[src/rtl/vga_box_renderer.sv]
// Pixel stage behind the VGA timing controller: draws a bouncing square on a flat
// background, with the syncs delayed to match the two-stage RGB pipeline.
module vga_box_renderer #(
    parameter int          H_ACTIVE  = 640,
    parameter int          V_ACTIVE  = 480,
    parameter int          BOX_SIZE  = 32,
    parameter int          STEP      = 2,
    parameter int          INIT_X    = 100,
    parameter int          INIT_Y    = 60,
    parameter logic [11:0] BOX_COLOR = 12'hF00,
    parameter logic [11:0] BG_COLOR  = 12'h00F
) (
    input  logic        clk,
    input  logic        reset,
    input  logic        p_tick,
    input  logic        video_on,
    input  logic        hsync_in,
    input  logic        vsync_in,
    input  logic [9:0]  x,
    input  logic [9:0]  y,
    input  logic        pause,
    output logic        hsync_out,
    output logic        vsync_out,
    output logic [11:0] rgb,
    output logic        frame_tick
);

    typedef enum logic [1:0] {S_WAIT, S_MOVE_X, S_MOVE_Y} state_t;

    typedef struct packed {
        logic [9:0] pos;
        logic       dir;   // 1 = moving towards larger coordinates
    } axis_t;

    // One bounce step along an axis whose visible extent is [0, limit).
    function automatic axis_t move_axis(input logic [9:0] pos, input logic dir,
                                        input logic [10:0] limit);
        axis_t      r;
        logic [10:0] ahead;
        // NOTE: every field gets a default first so no path leaves r unassigned;
        // the same rule keeps the always_comb below free of latches.
        r.pos = pos;
        r.dir = dir;
        ahead = {1'b0, pos} + 11'(STEP + BOX_SIZE);
        if (dir) begin
            if (ahead > limit) begin
                r.pos = 10'(limit - 11'(BOX_SIZE));
                r.dir = 1'b0;
            end else begin
                r.pos = pos + 10'(STEP);
            end
        end else if (pos < 10'(STEP)) begin
            r.pos = '0;
            r.dir = 1'b1;
        end else begin
            r.pos = pos - 10'(STEP);
        end
        return r;
    endfunction

    state_t     state_q, state_d;
    logic [9:0] box_x, box_y;
    logic       dir_x, dir_y;
    logic       ld_x, ld_y;
    logic       video_on_d, hsync_d, vsync_d, hit_d;
    logic       vsync_hist;
    logic       hit, frame_det;
    axis_t      next_x, next_y;

    // Compare at 11 bits so box_x + BOX_SIZE cannot wrap near the right edge.
    assign hit = ({1'b0, x} >= {1'b0, box_x}) && ({1'b0, x} < {1'b0, box_x} + 11'(BOX_SIZE)) &&
                 ({1'b0, y} >= {1'b0, box_y}) && ({1'b0, y} < {1'b0, box_y} + 11'(BOX_SIZE));

    assign frame_det = p_tick && vsync_hist && !vsync_in;
    assign next_x    = move_axis(box_x, dir_x, 11'(H_ACTIVE));
    assign next_y    = move_axis(box_y, dir_y, 11'(V_ACTIVE));

    // NOTE: sequential state uses non-blocking assignments only, so every register
    // samples the pre-edge value of every other register.
    always_ff @(posedge clk or negedge reset) begin
        if (!reset) begin
            video_on_d <= 1'b0;
            hsync_d    <= 1'b1;
            vsync_d    <= 1'b1;
            hit_d      <= 1'b0;
            rgb        <= 12'h000;
            hsync_out  <= 1'b1;
            vsync_out  <= 1'b1;
            vsync_hist <= 1'b1;
        end else if (p_tick) begin
            video_on_d <= video_on;
            hsync_d    <= hsync_in;
            vsync_d    <= vsync_in;
            hit_d      <= hit;
            rgb        <= video_on_d ? (hit_d ? BOX_COLOR : BG_COLOR) : 12'h000;
            hsync_out  <= hsync_d;
            vsync_out  <= vsync_d;
            vsync_hist <= vsync_in;
        end
    end

    always_ff @(posedge clk or negedge reset) begin
        if (!reset) begin
            frame_tick <= 1'b0;
            state_q    <= S_WAIT;
        end else begin
            frame_tick <= frame_det;
            state_q    <= state_d;
        end
    end

    always_comb begin
        state_d = state_q;
        ld_x    = 1'b0;
        ld_y    = 1'b0;
        case (state_q)
            S_WAIT:   if (frame_det) state_d = S_MOVE_X;
            S_MOVE_X: begin
                state_d = S_MOVE_Y;
                ld_x    = !pause;
            end
            S_MOVE_Y: begin
                state_d = S_WAIT;
                ld_y    = !pause;
            end
            default:  state_d = S_WAIT;
        endcase
    end

    // Position only moves in the MOVE states, i.e. during vertical blanking.
    always_ff @(posedge clk or negedge reset) begin
        if (!reset) begin
            box_x <= 10'(INIT_X);
            box_y <= 10'(INIT_Y);
            dir_x <= 1'b1;
            dir_y <= 1'b1;
        end else begin
            if (ld_x) {box_x, dir_x} <= next_x;
            if (ld_y) {box_y, dir_y} <= next_y;
        end
    end

endmodule

[config.mk]
export PLATFORM = sky130hd
export DESIGN_NAME = vga_box_renderer
export DESIGN_NICKNAME = d
export VERILOG_FILES = /design/src/rtl/vga_box_renderer.sv
export SDC_FILE = /design/constraint.sdc
export NUM_CORES = 1
export LEC_CHECK = 0
export BUFFER_PORTS_ARGS = -buffer_cell sky130_fd_sc_hd__buf_4
export CORE_ASPECT_RATIO = 0.75
export CORE_MARGIN = 3
export CORE_UTILIZATION = 35
export DETAILED_ROUTE_END_ITERATION = 12
export GPL_TIMING_DRIVEN = 0
export PLACE_DENSITY = 0.54
export SLEW_MARGIN = 10
export SYNTH_ARGS = -nofsm -noshare
export SYNTH_HDL_FRONTEND = slang
export SYNTH_SLANG_ARGS = --single-unit
export TNS_END_PERCENT = 20
[constraint.sdc]
create_clock -name clk -period 2.6 [get_ports clk]
set_input_delay 0.26 -clock clk [delete_from_list [all_inputs] [get_ports clk]]
set_output_delay 0.26 -clock clk [all_outputs]
set_load 0.05 [all_outputs]
# Yosys cells after proc, flatten, opt, wreduce, memory -nomap -nowiden

Cells that the tools add are included.
W data, S select, Z words.

Bits in registers: 43
Output and inout port bits: 15
Word-level logic and storage cells: 56
Bits of input ports: 27

Muxes and demuxes: 16
Reduce and logical (&&, ||, !) cells: 8
$lt $le $gt $ge: 8
Equality and inequality tests: 3
$add $sub $neg: 8

Operators with widths:

| cell                    | count |
|---|---|
| $add A10 B6 Y11 const B | 4 |
| $mux W10                | 4 |
| $mux W12                | 2 |
| $lt A10 B11 Y1          | 2 |
| $mux W11                | 2 |
| $add A10 B2 Y10 const B | 2 |
| $ge A10 B10 Y1          | 2 |
| $lt A10 B2 Y1 const B   | 2 |
| $sub A10 B2 Y10 const B | 2 |
| $gt A11 B10 Y1 const B  | 1 |
| $gt A11 B9 Y1 const B   | 1 |
| $mux W1                 | 6 |
| $logic_and A1 B1 Y1     | 5 |
| $pmux W2 S2             | 1 |
| $eq A2 B1 Y1 const B    | 1 |
| $eq A2 B2 Y1 const B    | 1 |
| $logic_not A1 Y1        | 2 |
| $logic_not A2 Y1        | 1 |
| $mux W2                 | 1 |
| $ne A2 B2 Y1 const B    | 1 |

# Longest topological paths before layout

Depth in word-level cells: 5
Mapped depth: 11
Mapped depth without buffers: 10

# Worst setup path after synthesis

OpenSTA, ideal clock, no wires.

Kind: register to register
Start point: register box_x[5]
End point: register box_x[9]
Stages on the path, launching flop included: 10
Path slack: 0.322 ns
Required time: 2.476 ns
Path buffers: 1
Setup time: 0.124 ns
Clock period less this slack: 2.278 ns
Arrival time: 2.154 ns
Cells stage by stage: dfstp_2 -> buf_2 -> inv_1 -> ha_1 -> a41oi_1 -> xnor2_1 -> a41oi_1 -> o21ai_2 -> nand3_1 -> o31a_1

Longest elaborated chain between the ends: 4
Elaborated cells on any way between the ends: 8
Classes of those cells: 3 x add/sub; 2 x order compare; 3 x mux

Ends and longest elaborated chain:

| item                     | line | text |
|---|---|---|
| start: declaration       | 62   | `logic [9:0] box_x, box_y;` |
| start signal: assignment | 133  | `box_x <= 10'(INIT_X);` |
| start signal: assignment | 138  | `if (ld_x) {box_x, dir_x} <= next_x;` |
| $add A10 B6 Y11          | 44   | `ahead = {1'b0, pos} + 11'(STEP + BOX_SIZE);` |
| $gt A11 B10 Y1           | 46   | `if (ahead > limit) begin` |
| $mux W10                 | 46   |  |
| $mux W11 (*)             | 45   | `if (dir) begin` |

Every way passes the cells marked *; elsewhere a longest branch is shown, timed or not.
A chain may end at the register's enable or synchronous reset.

# Worst setup path in the final report

Ends and elaborated chain as after synthesis.

==> impl_results.md <==
- Status: completed
- Width of the die: about 110 µm
- Clock Latency Late Sink: ~270 ps
- Final Power: ~3 mW
- # H-tree levels: 2
- Worst Setup SP: box_x[5]
- Largest stage delay, worst path: approximately 540 ps
- Cell Area, Synth: 3104 µm²
- DR WL/cell: between 15 and 20 µm
- Post-detail-place hpwl: 6332 µm
- Final Util: 43.17%
- Vias in the first global route: 2672
- Initial DRC count: 377
- Sequential area share after synthesis: 25.51%
- Root Buffer: clkbuf_16
- Leading area contributor after synthesis: ha_1
- Crit path launch type: register
- Ys async rst share: 100.0%
- Final setup viols: 0
- Unrepaired setup endpoints after global routing: true
- CP required: approximately 2800 ps
- Pin slew with the least headroom to its limit: 1078 ps
- Detailed Routing Iterations Pass 1: 5
- Slew margin rel.: between 20 and 30%
- Syn Area/Cell: 8.256 µm²
- CP max stage cell: dfstp_2
- Post-route setup TNS: 0 ps
- I/O Buffers: 35
- Die area: 10050 µm²
- Total gr overflow: 0
- FF+latch count, synth: 31
- EDFF count, synth: 0
- Crit path cell chain: buf_2 > inv_1 > ha_1 > a41oi_2 > xnor2_1 > a41oi_1 > o21ai_2 > nand3_2 > o31a_1
- Core Rows: 29
- Arrival time worst endpoint: approximately 2700 ps
- Starting Density: 36.40%
- Global-route wire length before repair: 13850 µm
- Fin worst setup slack: 112.3 ps
- Clock transition at path regs: 50 ps
- Period utilization: 95.68%
- Share of the synthesized area in the top cell type: 15.32%
- Final Max Tran Viols: 0
- Via density: 5.776
- Kind of critical path: reg2reg
- Core area: 8527 µm²
- Clock sink count: 31
- Max Cap Viol: 0
- DR DRC count: 0
- Total Routing Usage GR: 17.16%
- Yosys synthesis warning count: 0
- Initial antenna violation count: 0
- TritonCTS clock tree: done
- Primary FF master, synth: dfrtp_1
- Ports: 42
- Fill cells: 846
- Hold path startpoint: vsync_in
- Synth-to-layout area growth: 18.58%
- Share of cells above drive strength 1: a little over a fifth
- Post-route cell area: 3681 µm²
- Vias: 3067
- Final min period: 2488 ps
- Crit end category: register
- Gpl congestion: 0.9210
- Total CTS buffers: 5
- Worst R2R Start: box_x[5]
- Mapped Cells: ~380
- PwrDens: slightly above 800 nW/µm²
- Final ANT Viol Nets: 0
- Pleak: 1.545 nW
- Peak VDD IR: 346.2 µV
- Netlist cell types: 58
- Worst hold path class: in2reg
- Largest net degree at the start of global routing: 32
- CTS max path bufs: 2
- Post-DP Area: 3513 µm²
- Pre-CTS WS: -122.9 ps
- F_max: 402.0 MHz
- Final wirelength: about 8400 µm
- Area contributors post-synth: ha_1 15%, dfrtp_1 15%, dfstp_2 11%
- Hold Fails Final Rpt: 0
- Die height: 87.56 µm
- Net count, final: 487
- Clock Skews: ~6 ps
- Max FO, Critical Path: 7
- Ant. Diodes: 0
==> logic make-up after synthesis <==
family / after synthesis / share of synthesized area, %
AO/OA/AOI/OAI: 109 / 24.22
XOR/XNOR: 16 / 4.514
adder cells (fa/ha/maj): 38 / 15.32
buffers and inverters: 59 / 9.230
flip-flops: 31 / 25.51
multiplexers: 5 / 1.814
other: 1 / 0.1208
AND/OR/NAND/NOR: 117 / 19.27
==> what timing repair did <==
action,CTS,global route
buffers inserted,1,0
hold buffers,1,0
pin swaps,1,1
hold endpoints to repair,18,0
resized for setup,2,3
endpoints found under the setup margin,5,13
==> layout make-up <==
type                            instances  area (µm²)  share of cell area, %
Multi-Input combinational cell        289        2052                  55.74
Sequential cell                        31       792.0                  21.52
Timing Repair Buffer                   37       280.3                  7.614
Buffer                                 31       182.7                  4.963
Tap cell                              108       135.1                  3.671
Clock buffer                            7       132.6                  3.603
Inverter                               27       101.3                  2.753
Clock inverter                          1       5.005                 0.1360
==> power breakdown <==
part | leakage, nW | switching, mW | total [mW] | internal [mW]
Clock | 0.0679 | 0.208 | 0.562 | 0.354
Combinational | 1.12 | 0.983 | 1.65 | 0.671
Sequential | 0.360 | 0.163 | 0.788 | 0.625
==> flip-flops by register name, summed over array words and instances (netlist names), 2 cells and up <==
name / cells
box_x: 9
rgb: 2
state_q: 2
box_y: 9
==> critical path, delay by kind of cell (launching register included) <==
family                   cells  cell delay, ps
AO/OA/AOI/OAI                4             890
flip-flops                   1             540
buffers and inverters        2             360
adder cells (fa/ha/maj)      1             250
AND/OR/NAND/NOR              1             190
XOR/XNOR                     1             150
==> cells in the mapped netlist, types with 10 or more instances <==
cell type and number:
buf_4 11, dfstp_2 13, nand2_1 19, nor3_1 22
ha_1 38, a21oi_1 23, dfrtp_1 18, nand3_1 19
o21ai_0 21, a31oi_1 10, nor2_1 23, clkbuf_1 12
inv_1 24, xnor2_1 16
==> worst paths after layout <==
| path | end | slack, ps | cells after the start |
|---|---|---|---|
| worst max-delay path | box_x[9] | 110 | 9 |
| worst min-delay path | frame_tick | 160 | 2 |
| worst max register to register | box_x[9] | 110 | 9 |
| worst min register to register | state_q[0] | 470 | 1 |
| max in group asynchronous | dir_y | 1790 | 2 |
| min in group asynchronous | box_x[4] | 460 | 2 |
==> layer usage <==
| layer | routed length [µm] | global-route usage (%) | share of wire [%] |
|---|---|---|---|
| met5 | 0 | 0 | 0 |
| met2 | 3238 | 21.39 | 39 |
| met4 | 51 | 4.584 | 0.61 |
| met3 | 707 | 2.693 | 8.4 |
| met1 | 4393 | 29.08 | 52 |
==> placed cells by master (no fill, tap or decap), types with 5 or more instances in the layout <==
cell type / count
a211oi_1: 7
ha_1: 37
nand4_1: 6
nand2_1: 19
nor2_1: 23
o211ai_1: 6
and3_1: 5
buf_2: 8
mux2_2: 5
clkbuf_16: 5
a41oi_1: 5
clkbuf_1: 12
a31oi_1: 10
dfrtp_1: 18
nor3_1: 22
dfstp_2: 13
xnor2_1: 16
buf_4: 47
inv_1: 24
nand3_1: 18
o21ai_0: 21
a21oi_1: 23
nor4_1: 6
==> per-stage QoR <==
step	cells	hold WS, ps
global placement	522	235.6
floorplan	379	-35.59
detailed placement	522	236.2
CTS	532	154.2
global route	531	153.7
finish	531	160.5
No activity file was read; power rests on OpenSTA's default activity.
